[config.mk]
export PLATFORM = sky130hd
export DESIGN_NAME = midi_tx
export DESIGN_NICKNAME = d
export VERILOG_FILES = /design/src/rtl/midi_pkg.sv /design/src/rtl/midi_uart_tx.sv /design/src/rtl/midi_tx.sv
export SDC_FILE = /design/constraint.sdc
export NUM_CORES = 1
export LEC_CHECK = 0
export ABC_AREA = 1
export BUFFER_PORTS_ARGS = -buffer_cell sky130_fd_sc_hd__buf_4
export CORE_MARGIN = 3
export CORE_UTILIZATION = 41
export CTS_BUF_LIST = sky130_fd_sc_hd__clkbuf_8
export DETAILED_ROUTE_END_ITERATION = 7
export HOLD_SLACK_MARGIN = 0.12
export PLACE_DENSITY = 0.67
export SLEW_MARGIN = 20
export SYNTH_ARGS = -nofsm -noshare
export SYNTH_HDL_FRONTEND = slang
export SYNTH_SLANG_ARGS = --single-unit
[constraint.sdc]
create_clock -name CLOCK_50 -period 2 [get_ports CLOCK_50]
set_clock_uncertainty 0.2 [all_clocks]
set_input_delay 0 -clock CLOCK_50 [delete_from_list [all_inputs] [get_ports CLOCK_50]]
set_output_delay 0 -clock CLOCK_50 [all_outputs]
set_load 0.03 [all_outputs]
[src/rtl/midi_pkg.sv]
// midi_pkg: MIDI status constants, serial timing default, message-length decode and FSM state types.
package midi_pkg;
    localparam int CLKS_PER_BIT_DEFAULT = 1600;
    localparam logic [7:0] NOTE_OFF         = 8'h80;
    localparam logic [7:0] NOTE_ON          = 8'h90;
    localparam logic [7:0] POLY_PRESSURE    = 8'hA0;
    localparam logic [7:0] CONTROL_CHANGE   = 8'hB0;
    localparam logic [7:0] PROGRAM_CHANGE   = 8'hC0;
    localparam logic [7:0] CHANNEL_PRESSURE = 8'hD0;
    localparam logic [7:0] PITCH_BEND       = 8'hE0;
    localparam logic [7:0] SYSEX            = 8'hF0;
    localparam logic [7:0] MTC_QUARTER      = 8'hF1;
    localparam logic [7:0] SONG_POSITION    = 8'hF2;
    localparam logic [7:0] SONG_SELECT      = 8'hF3;
    localparam logic [7:0] TIMING_CLOCK     = 8'hF8;
    typedef enum logic [1:0] {C_IDLE, C_STATUS, C_D1, C_D2} ctrl_state_t;
    typedef enum logic [1:0] {S_IDLE, S_START, S_DATA, S_STOP} ser_state_t;
    function automatic logic [1:0] msg_len(input logic [7:0] s);
        return !s[7] ? 2'd1 :
               (s[7:4] == PROGRAM_CHANGE[7:4] || s[7:4] == CHANNEL_PRESSURE[7:4] ||
                s == MTC_QUARTER || s == SONG_SELECT) ? 2'd2 :
               (s[7:4] != SYSEX[7:4] || s == SONG_POSITION) ? 2'd3 : 2'd1;
    endfunction
endpackage

[src/rtl/midi_uart_tx.sv]
// midi_uart_tx: 8N1 LSB-first byte serializer; a new byte may be loaded in the last stop-bit cycle.
module midi_uart_tx import midi_pkg::*; #(
    parameter int CLKS_PER_BIT = CLKS_PER_BIT_DEFAULT
) (
    input  logic       CLOCK_50,
    input  logic       reset_n,
    input  logic       start,
    input  logic [7:0] data,
    output logic       tx,
    output logic       done,
    output logic       idle
);
    localparam int CW = CLKS_PER_BIT > 1 ? $clog2(CLKS_PER_BIT) : 1;
    localparam logic [CW-1:0] LAST = CW'(CLKS_PER_BIT - 1);
    ser_state_t state, nxt;
    logic [CW-1:0] cnt;
    logic [2:0] bit_idx;
    logic [7:0] sh;
    logic tick, load;
    always_comb begin
        tick = cnt == LAST;
        idle = state == S_IDLE;
        done = state == S_STOP && tick;
        load = start && (idle || done);
        tx = state == S_START ? 1'b0 : state == S_DATA ? sh[0] : 1'b1;
        nxt = state;
        if (load) nxt = S_START;
        else if (tick) nxt = state == S_START ? S_DATA : state == S_DATA ? (&bit_idx ? S_STOP : S_DATA) : S_IDLE;
    end
    always_ff @(posedge CLOCK_50 or negedge reset_n) begin
        if (!reset_n) begin
            state <= S_IDLE;
            cnt <= '0;
            bit_idx <= '0;
            sh <= '0;
        end else begin
            state <= nxt;
            cnt <= (idle || tick) ? '0 : cnt + 1'b1;
            if (load) sh <= data;
            else if (tick && state == S_DATA) begin
                sh <= sh >> 1;
                bit_idx <= bit_idx + 1'b1;
            end
        end
    end
endmodule

[src/rtl/midi_tx.sv]
// midi_tx: MIDI message transmitter; message length derived from the status byte.
// Optional running-status suppression when MIDI_RUNNING_STATUS_EN is defined.
module midi_tx import midi_pkg::*; #(
    parameter int CLKS_PER_BIT = CLKS_PER_BIT_DEFAULT
) (
    input  logic       CLOCK_50,
    input  logic       reset_n,
    input  logic       msg_valid,
    output logic       msg_ready,
    input  logic [7:0] msg_status,
    input  logic [7:0] msg_data1,
    input  logic [7:0] msg_data2,
    output logic       MIDI_OUT,
    output logic       busy,
    output logic       byte_sent
);
    ctrl_state_t state, nxt, sel;
    logic [7:0] st, d1, d2, ser_byte;
    logic [1:0] len;
    logic accept, skip, ser_start, ser_done, ser_idle;
`ifdef MIDI_RUNNING_STATUS_EN
    logic [7:0] rs;
    // Channel-voice statuses set running status, F0-F7 clear it, real-time and raw bytes leave it.
    always_ff @(posedge CLOCK_50 or negedge reset_n) begin
        if (!reset_n) rs <= '0;
        else if (accept && msg_status[7]) rs <= msg_status[7:4] != 4'hF ? msg_status : msg_status[3] ? rs : '0;
    end
    assign skip = msg_status[7] && msg_status[7:4] != 4'hF && msg_status == rs;
`else
    assign skip = 1'b0;
`endif
    always_comb begin
        msg_ready = state == C_IDLE;
        busy = !msg_ready;
        accept = msg_valid && msg_ready;
        len = msg_len(st);
        nxt = state;
        if (accept) nxt = skip ? C_D1 : C_STATUS;
        else if (ser_done) nxt = state == C_STATUS ? (len >= 2'd2 ? C_D1 : C_IDLE) :
                                 (state == C_D1 && len == 2'd3) ? C_D2 : C_IDLE;
        // First byte launches from an idle serializer; later bytes chain in the final stop cycle.
        ser_start = ser_idle ? state != C_IDLE : ser_done && nxt != C_IDLE;
        sel = ser_idle ? state : nxt;
        ser_byte = sel == C_STATUS ? st : sel == C_D1 ? d1 : d2;
    end
    always_ff @(posedge CLOCK_50 or negedge reset_n) begin
        if (!reset_n) begin
            state <= C_IDLE;
            st <= '0;
            d1 <= '0;
            d2 <= '0;
        end else begin
            state <= nxt;
            if (accept) begin
                st <= msg_status;
                d1 <= msg_data1;
                d2 <= msg_data2;
            end
        end
    end
    midi_uart_tx #(.CLKS_PER_BIT(CLKS_PER_BIT)) u_ser (
        .CLOCK_50(CLOCK_50),
        .reset_n(reset_n),
        .start(ser_start),
        .data(ser_byte),
        .tx(MIDI_OUT),
        .done(ser_done),
        .idle(ser_idle)
    );
    assign byte_sent = ser_done;
endmodule

==> results of run 1 <==
## through the flow
step | hold WS (ns) | power (uW)
2_1_floorplan | -0.496 | 1030
3_3_place_gp | -0.135 | 1090
3_5_place_dp | -0.127 | 1090
4_1_cts | 0.217 | 1730
5_1_grt | 0.233 | 1790
6_report | 0.217 | 1720
## metal layers
layer  part of all wire  GRT usage  vias up  wire length (um)
met5                  0          0        -                 0
met4             0.0085     0.0398        0                52
met3              0.026     0.0326        7               157
met2               0.49      0.307       33              3020
met1               0.47      0.226     1105              2910
li1                   -          -     1319                 -
## final cells by class
cell class,count,area (um^2),area share
Multi-Input combinational cell,257,1370,0.367
Clock buffer,5,68.8,0.0184
Tap cell,77,96.3,0.0258
Inverter,49,191,0.0512
Clock inverter,3,21.3,0.00569
Sequential cell,50,1250,0.335
Timing Repair Buffer,87,737,0.197
## registers in the layout (all words and copies together), names as in the netlist
signal	cells
u_ser.bit_idx	3
state	2
u_ser.cnt	11
st	8
d2	8
d1	8
u_ser.state	2
u_ser.sh	8
## power groups by stage
| stage | clock network (uW) | registers, uW | logic (uW) |
|---|---|---|---|
| after CTS | 623 | 1010 | 101 |
| final | 606 | 1010 | 99.9 |
| after global placement | 0 | 1030 | 58.2 |
| after floorplan | 0 | 1030 | 0.00115 |
| after global routing | 666 | 1010 | 111 |
| after detailed placement | 0 | 1030 | 59.4 |
## worst paths after layout
check / start / end / slack (ns) / cells past startpoint
max in group asynchronous: reset_n / u_ser.sh[2] / 0.58 / 3
hold reg to reg: u_ser.bit_idx[0] / u_ser.bit_idx[0] / 0.28 / 1
setup / recovery: u_ser.cnt[0] / u_ser.sh[4] / -0.05 / 13
min in group asynchronous: reset_n / u_ser.cnt[6] / 0.58 / 3
hold / removal: msg_data1[4] / d1[4] / 0.22 / 4
setup reg to reg: u_ser.cnt[0] / u_ser.sh[4] / -0.05 / 13
## repair_timing
| item | in CTS | in global routing |
|---|---|---|
| gates resized for setup | 5 | 14 |
| setup endpoints to repair | 10 | 15 |
| pin swaps | 1 | 6 |
| buffers inserted | 1 | 2 |
| hold buffers | 27 | 0 |
| hold endpoints to repair | 76 | 0 |
## placed cells by master (no fill, tap or decap)
| cell type | netlist | routed |
|---|---|---|
| o21ai_1 | 1 | 1 |
| buf_6 | 0 | 1 |
| nor2_4 | 3 | 4 |
| nand4_1 | 18 | 18 |
| o21ai_0 | 13 | 11 |
| dfrtp_1 | 50 | 50 |
| xor2_1 | 1 | 1 |
| a21oi_1 | 6 | 6 |
| dlygate4sd3_1 | 0 | 27 |
| nor2_1 | 20 | 19 |
| xnor2_1 | 1 | 1 |
| nand2_1 | 129 | 125 |
| buf_4 | 0 | 58 |
| a21oi_4 | 0 | 1 |
| nand4_4 | 1 | 1 |
| clkinv_2 | 1 | 1 |
| clkinvlp_4 | 0 | 1 |
| nand3_4 | 0 | 1 |
| clkinv_4 | 0 | 2 |
| nand2_2 | 11 | 12 |
| inv_2 | 3 | 2 |
| nor2_2 | 2 | 2 |
| inv_1 | 45 | 45 |
| o21bai_1 | 1 | 1 |
| o32ai_2 | 0 | 1 |
| nor3_1 | 2 | 2 |
| nand2_8 | 1 | 2 |
| nand3_1 | 30 | 30 |
| nand3_2 | 3 | 2 |
| inv_4 | 0 | 1 |
| ha_2 | 0 | 1 |
| buf_12 | 0 | 1 |
| ha_1 | 7 | 6 |
| a2bb2oi_1 | 1 | 1 |
| clkbuf_8 | 0 | 5 |
| nand2_4 | 3 | 5 |
| o21ai_2 | 0 | 2 |
| or2_1 | 1 | 1 |
## tightest hold or removal path, stage by stage
cell	delay (ns)
dlygate4sd3_1	0.52
buf_4	0.10
nand2_1	0.04
nand2_1	0.04
## cell families after synthesis
group | count (synthesis) | synth area share
AOI/OAI and AO/OA | 24 | 0.0483
adders and majority gates | 7 | 0.0316
and+or+nand+nor | 224 | 0.382
DFF | 50 | 0.451
xor gates and xnor gates | 2 | 0.00632
buffers and inverters | 56 | 0.0808
==> results.yml, run 1 <==
synth:
  avgSynthCellArea_um2: 7.64
  yosys_warnings: 0
  synth_seq_cells: 50
  ys_top_cells_by_area: "dfrtp_1 (45%), nand2_1 (17%), inv_1 (6.1%)"
  ys_top_cells_by_count: "nand2_1 (129), dfrtp_1 (50), inv_1 (45), nand3_1 (30), nor2_1 (20)"
  ys_seq_area_frac: 0.451
  synth.distinct_cells: 30
  yosysMostFrequentCell: "nand2_1"
  synth_nets: 397
  synth_top_area_cell: "dfrtp_1"
  synth_area_um2: 2770
  synth_edf_count: 0
  syn_inst: 363
  synth_top_area_frac: 0.451
  synth_ff_type: "dfrtp_1"
  async_flop_share: 1.00
pwr:
  internal-power_uw: 1320
  ir_drop_mv: 0.311
  p_switching_uw: 393
  clockPowerShare: 0.353
  p_sw_frac: 0.229
  static-leakage-power_uw: 0.00197
  p_comb_frac: 0.058
  seq_power_share: 0.589
  powerDensity_nw_per_um2: 459
route:
  drt_iter0_markers: 55
  wl_um: 6140
  drt_first_pass_iters: 4
  vias_per_cell: 4.67
  final_antenna_net_count: 0
  wl_per_cell_um: 11.6
  vias: 2464
  drc: 0
floorplan:
  die-area_um2: 7790
  die_w_um: 88.2
  rows: 29
  pin_count: 31
  start_util: 0.429
  die_y_um: 88.2
  core_area_um2: 6460
layout:
  fin_cells: 528
  nFillCells: 614
  area_delta_synth_final_pct: 34.8
  drive_above_1_share: 0.235
  num_antenna_cells: 0
  nNetsFinal: 484
  stdcell_area_um2: 3740
  fin_util: 0.579
timing:
  min_period_ns: 2.05
  timing.final.crit_share: 1.02
  finalSetupViolations: 6
  fin_setup_tns_ns: -0.188
  maxSlewViolCount: 0
  setup_slack_ns: -0.0452
  rsz0062_at_grt: "true"
  worst_slew_pin_slew_ns: 0.631
  max_freq_ghz: 0.489
  slew-limit-headroom: 0.579
  final-hold-violation-count: 0
global_routing:
  grt_pass1_wl_um: 10800
  track_usage: 0.175
  antenna_found_initial: 0
  grt_pass1_vias: 2435
  grt-ovfl-total: 0
  grt_max_degree: 51
setup_path:
  cp_top_family: "simple AND/OR/NAND/NOR gates"
  worstSetupPathType: "reg2reg"
  cp-end-kind: "flip-flop"
  crit_path_max_incr_delay_ns: 0.37
  critical_path_required_ns: 2.00
  crit_chain: "ha_2 -> nand2_2 -> nor2_4 -> nand4_4 -> a21oi_4 -> nand2_2 -> nand2_4 -> nand2_8 -> buf_12 -> nand4_1 -> nand2_1 -> inv_1 -> nand2_1"
  cpMaxStageDelayCell: "dfrtp_1"
  path_buf_inv: 2
  start_kind: "flip-flop"
  worst_ep_arrival_time_ns: 2.04
  critPathMaxFanout: 9
place:
  placed_cells: 490
  dpl.hpwl_um: 4430
  placed_cell_area_um2: 3280
  routabilityCongestion: 0.884
  io_buffers: 30
  dp_slack_ns: -0.0584
clock_network:
  cts_buffer_depth: 2
  cts_sinks: 50
  htreeDepth: 2
  cts-buffers-inserted: 5
  clkTransAtPathRegs_ns: 0.10
  cts_tree: "built"
  insertion_delay_ns: 0.31
  root_buffer: "clkbuf_8"
hold_path:
  hold_path.class: "in2reg"
status:
  violations: "setup timing"
  outcome: "complete, but fails checks"
flow_run:
  maxCapViolCount: 0
Power figures use the tool's default switching activity.
==> run 2: changes to the inputs <==
--- a/config.mk
+++ b/config.mk
@@ -6,13 +6,13 @@
 export NUM_CORES = 1
 export LEC_CHECK = 0
 export ABC_AREA = 1
-export BUFFER_PORTS_ARGS = -buffer_cell sky130_fd_sc_hd__buf_4
+export BUFFER_PORTS_ARGS = -buffer_cell sky130_fd_sc_hd__buf_2
 export CORE_MARGIN = 3
-export CORE_UTILIZATION = 41
+export CORE_UTILIZATION = 45
 export CTS_BUF_LIST = sky130_fd_sc_hd__clkbuf_8
 export DETAILED_ROUTE_END_ITERATION = 7
 export HOLD_SLACK_MARGIN = 0.12
-export PLACE_DENSITY = 0.67
+export PLACE_DENSITY = 0.71
 export SLEW_MARGIN = 20
 export SYNTH_ARGS = -nofsm -noshare
 export SYNTH_HDL_FRONTEND = slang
==> run 2 against run 1 <==
  * The flow still finishes with violations (setup timing)
  * Register-to-register slack got worse by 0.03 ns
  * Sequential share of layout area fell by 0.87 points
  * Critical path depth unchanged
  * Design area rose by 2.7%
  * Flip-flop and latch count did not move
  * Global-route usage up 1.1 points
  * Worst hold slack worse by 0.12 ns
  * First-iteration DRC count is 100% higher
  * Core utilization rose by 9.0 points
  * Non-clock buffer count decreased by 5
  * Critical endpoint is now u_ser.sh[2]
  * Largest cell class unchanged
==> results.yml, run 2 (same netlist as run 1, synthesis figures left out) <==
clock_network:
  cts_tree: "built"
  htreeDepth: 2
  cts_buffer_depth: 2
  insertion_delay_ns: 0.31
  cts-buffers-inserted: 5
  root_buffer: "clkbuf_8"
  clkTransAtPathRegs_ns: 0.09
  cts_sinks: 50
timing:
  timing.final.crit_share: 1.04
  finalSetupViolations: 13
  setup_slack_ns: -0.0763
  worst_slew_pin_slew_ns: 0.528
  final-hold-violation-count: 0
  finalHoldWorstSlack_ns: 0.0974
  maxSlewViolCount: 0
  max_freq_ghz: 0.482
  min_period_ns: 2.08
  slew-limit-headroom: 0.648
  rsz0062_at_grt: "true"
global_routing:
  grt_pass1_wl_um: 11100
  antenna_found_initial: 0
  grt-ovfl-total: 0
  track_usage: 0.187
  grt_pass1_vias: 2555
  grt_max_degree: 33
floorplan:
  start_util: 0.483
  pin_count: 31
  die_w_um: 84.5
  core_area_um2: 5740
  die_y_um: 84.5
  die-area_um2: 7140
  rows: 27
status:
  outcome: "complete, but fails checks"
  violations: "setup timing"
place:
  io_buffers: 30
  dpl.hpwl_um: 4350
  placed_cell_area_um2: 3150
  placed_cells: 478
  routabilityCongestion: 0.819
  dp_slack_ns: -0.0746
route:
  wl_um: 6630
  wl_per_cell_um: 12.7
  vias: 2585
  final_antenna_net_count: 0
  drc: 0
  drt_iter0_markers: 110
  vias_per_cell: 4.95
  drt_first_pass_iters: 4
setup_path:
  critical_path_required_ns: 2.01
  critPathMaxFanout: 4
  start_kind: "flip-flop"
  cp-end-kind: "flip-flop"
  worstSetupPathType: "reg2reg"
  worst_ep_arrival_time_ns: 2.09
layout:
  drive_above_1_share: 0.276
  largest_reg_flops: 11
  final_common_cell: "nand2_1"
  fin_cells: 522
  stdcell_area_um2: 3840
  area_delta_synth_final_pct: 38.4
  nNetsFinal: 483
  nFillCells: 470
  regMostFlops: "u_ser.cnt"
  final_cell_mix: "nand2_1 (123), dfrtp_1 (50), inv_1 (45), buf_2 (31), dlygate4sd3_1 (27)"
  num_antenna_cells: 0
pwr:
  powerDensity_nw_per_um2: 471
  static-leakage-power_uw: 0.00198
  p_total_uw: 1810
  ir_drop_mv: 0.348
hold_path:
  hold_path.class: "in2async"
flow_run:
  maxCapViolCount: 0
run 2: cell types whose count changed in the layout (fill, tap and decap cells not counted), moves of 2 or more:
cell and change:
nor2_1 -3, nand2_8 +2, nand2_1 -2, nand3_1 -12
nand2_2 -2, nand2_4 +6, nand3_4 +3, nor2_2 +3
buf_4 -39, nand3_2 +9, buf_6 +3, buf_2 +31
run 2: timing repair:
item | in CTS | in global routing
pin swaps | 10 | 30
gates resized for setup | 12 | 43
endpoints found under the setup margin | 10 | 21
cloned | 0 | 4
hold buffers | 28 | 0
buffers inserted | 1 | 3
hold endpoints to repair | 76 | 0
run 2: layout make-up:
class                      instances  area (um^2)  area share
multi-input combinational        261         1560       0.407
inverter                          49          194      0.0505
clock inverter                     3         37.5     0.00978
sequential                        50         1250       0.326
timing repair buffer              82          633       0.165
tap                               72         90.1      0.0235
clock buffer                       5         68.8      0.0179
run 2: metal layers:
metal,wire [um],track usage,vias to the layer above,part of all wire
met5,0,0,-,0
met4,84,0.0403,0,0.013
met3,245,0.0314,9,0.037
met2,3310,0.330,47,0.50
met1,2990,0.241,1205,0.45
li1,-,-,1324,-
run 2: critical path: stages (launching register included):
cell      delay [ns]
dfrtp_1         0.41
inv_1           0.08
nand2_1         0.09
nor2_4          0.13
nand4_4         0.19
clkinv_4        0.13
nand2_4         0.06
nand4_1         0.13
nand2_2         0.13
buf_6           0.15
nand3_2         0.07
nand3_2         0.08
nand2_1         0.07
nand2_1         0.04
run 2: final timing paths:
check	slack [ns]	cells after the start	startpoint	to
max	-0.08	13	u_ser.cnt[7]	u_ser.sh[2]
min	0.1	3	reset_n	u_ser.cnt[6]
max reg2reg	-0.08	13	u_ser.cnt[7]	u_ser.sh[2]
min reg2reg	0.29	2	d1[3]	d1[3]
max in group asynchronous	0.85	4	reset_n	st[6]
min in group CLOCK_50	0.21	4	msg_data2[6]	d2[6]
run 2: where the power goes:
group	internal, uW	switching, uW	total (uW)
Clock	365	344	709
Combinational	56.4	34.1	90.5
Sequential	1010	0	1010
Total	1430	378	1810
run 2: through the flow:
step                setup TNS [ns]  utilization
finish                      -0.681        0.668
floorplan                        0            -
CTS                         -0.373        0.624
global placement           -0.0522        0.548
global route                 -2.71        0.668
detailed placement          -0.346        0.548
==> run 3: changes to the inputs <==
--- a/config.mk
+++ b/config.mk
@@ -5,7 +5,6 @@
 export SDC_FILE = /design/constraint.sdc
 export NUM_CORES = 1
 export LEC_CHECK = 0
-export ABC_AREA = 1
 export BUFFER_PORTS_ARGS = -buffer_cell sky130_fd_sc_hd__buf_2
 export CORE_MARGIN = 3
 export CORE_UTILIZATION = 45
==> run 3 against run 2 <==
  * The flow still finishes with violations (setup timing)
  * Maximum frequency fell by 8.2%
  * Core utilization up 2.3 points
  * Highest routed layer unchanged
  * Clock power increased by 7.2%
  * Cell count is 12% lower
  * Design area rose by 3.5%
  * Worst setup slack got worse by 0.19 ns
  * Largest power group unchanged
  * Flip-flop and latch count unchanged
==> results.yml, run 3 <==
layout:
  area_delta_synth_final_pct: 43.2
  regMostFlops: "u_ser.cnt"
  nFillCells: 428
  nNetsFinal: 418
  final_common_cell: "buf_4"
  final_cell_mix: "buf_4 (53), dfrtp_1 (49), nand2_1 (35), buf_2 (30), dlygate4sd3_1 (27)"
  fin_util: 0.691
  num_antenna_cells: 0
  drive_above_1_share: 0.403
  largest_reg_flops: 11
place:
  io_buffers: 30
  dpl.hpwl_um: 4950
  routabilityCongestion: 0.859
global_routing:
  grt-ovfl-total: 0
  track_usage: 0.204
  grt_max_degree: 28
  grt_pass1_wl_um: 11900
  grt_pass1_vias: 2469
  antenna_found_initial: 0
timing:
  final-hold-violation-count: 0
  finalHoldWorstSlack_ns: 0.111
  setup_slack_ns: -0.263
  timing.final.crit_share: 1.13
  rsz0062_at_grt: "true"
  min_period_ns: 2.26
  maxSlewViolCount: 0
  max_freq_ghz: 0.442
  worst_slew_pin_slew_ns: 0.523
  slew-limit-headroom: 0.651
  finalSetupViolations: 11
  fin_setup_tns_ns: -2.52
synth:
  synth_top_area_cell: "dfrtp_1"
  synth_area_um2: 2770
  syn_inst: 274
  synth_nets: 308
  ys_top_cells_by_area: "dfrtp_1 (45%), mux2_2 (9.7%), nand2_1 (4.9%)"
  avgSynthCellArea_um2: 10.1
  synth_ff_type: "dfrtp_1"
  async_flop_share: 1.00
  ys_seq_area_frac: 0.451
  ys_top_cells_by_count: "dfrtp_1 (50), nand2_1 (36), mux2_2 (24), nor2_1 (15), and3_1 (13)"
  synth_top_area_frac: 0.451
  yosysMostFrequentCell: "dfrtp_1"
  synth_seq_cells: 50
  synth.distinct_cells: 49
  yosys_warnings: 0
  synth_edf_count: 0
setup_path:
  crit_chain: "or3b_1 -> a21o_1 -> a211o_1 -> nor3_4 -> nor3_2 -> mux2_1"
  worstSetupPathType: "reg2reg"
  cpMaxStageDelayCell: "dfrtp_1"
  start_kind: "flip-flop"
  r2r_slack_ns: -0.26
  critPathMaxFanout: 3
  rr_startpoint: "st[3]"
  worst_ep_arrival_time_ns: 2.25
  worst-path-stages: 6
  crit_start: "st[3]"
  crit_path_max_incr_delay_ns: 0.43
  cp-end-kind: "flip-flop"
  path_buf_inv: 0
  critical_path_required_ns: 1.99
  reg2reg_to: "u_ser.bit_idx[1]"
  crit_end: "u_ser.bit_idx[1]"
  rr_worst_depth: 6
  cp_top_family: "simple AND/OR/NAND/NOR gates"
clock_network:
  htreeDepth: 2
  cts_sinks: 50
  cts_tree: "built"
  root_buffer: "clkbuf_8"
  clkTransAtPathRegs_ns: 0.10
  cts-buffers-inserted: 5
  insertion_delay_ns: 0.30
  cts_buffer_depth: 2
floorplan:
  die_w_um: 84.5
  die_y_um: 84.5
  core_area_um2: 5740
  start_util: 0.483
  die-area_um2: 7140
  pin_count: 31
  rows: 27
pwr:
  p_total_uw: 1860
  static-leakage-power_uw: 0.00194
  ir_drop_mv: 0.374
  powerDensity_nw_per_um2: 469
route:
  drt_first_pass_iters: 4
  vias: 2491
  final_antenna_net_count: 0
  drc: 0
  wl_um: 7170
  vias_per_cell: 5.45
  wl_per_cell_um: 15.7
  drt_iter0_markers: 164
status:
  violations: "setup timing"
  outcome: "complete, but fails checks"
flow_run:
  maxCapViolCount: 0
hold_path:
  hold_path.class: "in2async"
## run 3: cell types whose count changed in the layout (fill, tap and decap cells not counted), moves of 7 or more
cell,before,now
a31o_2,0,7
and3_1,0,12
buf_4,19,53
inv_1,45,9
mux2_2,0,24
nand2_1,123,35
nand2_2,10,0
nand2_4,11,1
nand3_1,18,5
nand3_2,11,0
nand4_1,18,2
o211ai_1,0,10
o21ai_0,11,3
## run 3: worst min-delay path by stage
stage	endpoint	slack, ns	startpoint
5_1_grt	d1[6]	0.17	reset_n
3_5_place_dp	u_ser.bit_idx[2]	-0.17	reset_n
3_3_place_gp	u_ser.bit_idx[2]	-0.17	reset_n
4_1_cts	d1[2]	0.24	msg_data1[2]
6_report	d2[7]	0.11	reset_n
2_1_floorplan	d1[0]	-0.50	reset_n
## run 3: metrics by stage
step                setup WS (ns)  cells  area, um^2
finish                     -0.263    457        3970
global route               -0.370    457        3970
CTS                        -0.207    456        3890
detailed placement         -0.362    415        3420
global placement           -0.297    415        3420
floorplan                  -0.257    274        2830
## run 3: cell families (layout without fill, tap and decap cells)
| kind of cell | count (synthesis) | in the layout | synth area share |
|---|---|---|---|
| AO/OA/AOI/OAI | 50 | 51 | 0.131 |
| XOR/XNOR | 9 | 9 | 0.0284 |
| adder cells (fa/ha/maj) | 7 | 7 | 0.0316 |
| buffers and inverters | 22 | 132 | 0.0307 |
| flip-flops | 50 | 50 | 0.451 |
| multiplexers | 33 | 33 | 0.131 |
| AND/OR/NAND/NOR | 103 | 103 | 0.196 |
## run 3: area by class of cell
class	count	area, um^2	area share
inverters	10	41.3	0.0104
clock buffers	6	82.6	0.0208
well taps	72	90.1	0.0227
multi-input cells	203	1580	0.397
repair buffers	114	890	0.224
clock inverters	2	38.8	0.00977
flip-flops and latches	50	1250	0.315
## run 3: worst reg2reg max path: cells and delay by family (launching register included)
family	cells	cell delay, ns
DFF	1	0.43
muxes	1	0.31
and+or+nand+nor	3	0.69
AOI/OAI and AO/OA	2	0.52
## run 3: timing repair
item,in CTS,in global routing
pin swaps,12,9
hold buffers,28,0
buffers inserted,4,1
gates cloned,1,0
resized for setup,9,18
hold endpoints to repair,74,0
setup endpoints to repair,11,13
## run 3: per-layer routing
| layer | share of wire | vias up | track usage |
|---|---|---|---|
| li1 | - | 1208 | - |
| met1 | 0.45 | 1207 | 0.289 |
| met2 | 0.50 | 71 | 0.334 |
| met3 | 0.046 | 5 | 0.0265 |
| met4 | 0.0085 | 0 | 0.0489 |
| met5 | 0 | - | 0 |
## run 3: where the power goes
part           switching [uW]  internal [uW]
registers                   0           1010
logic                    34.4           57.0
clock network             348            412
total                     383           1480
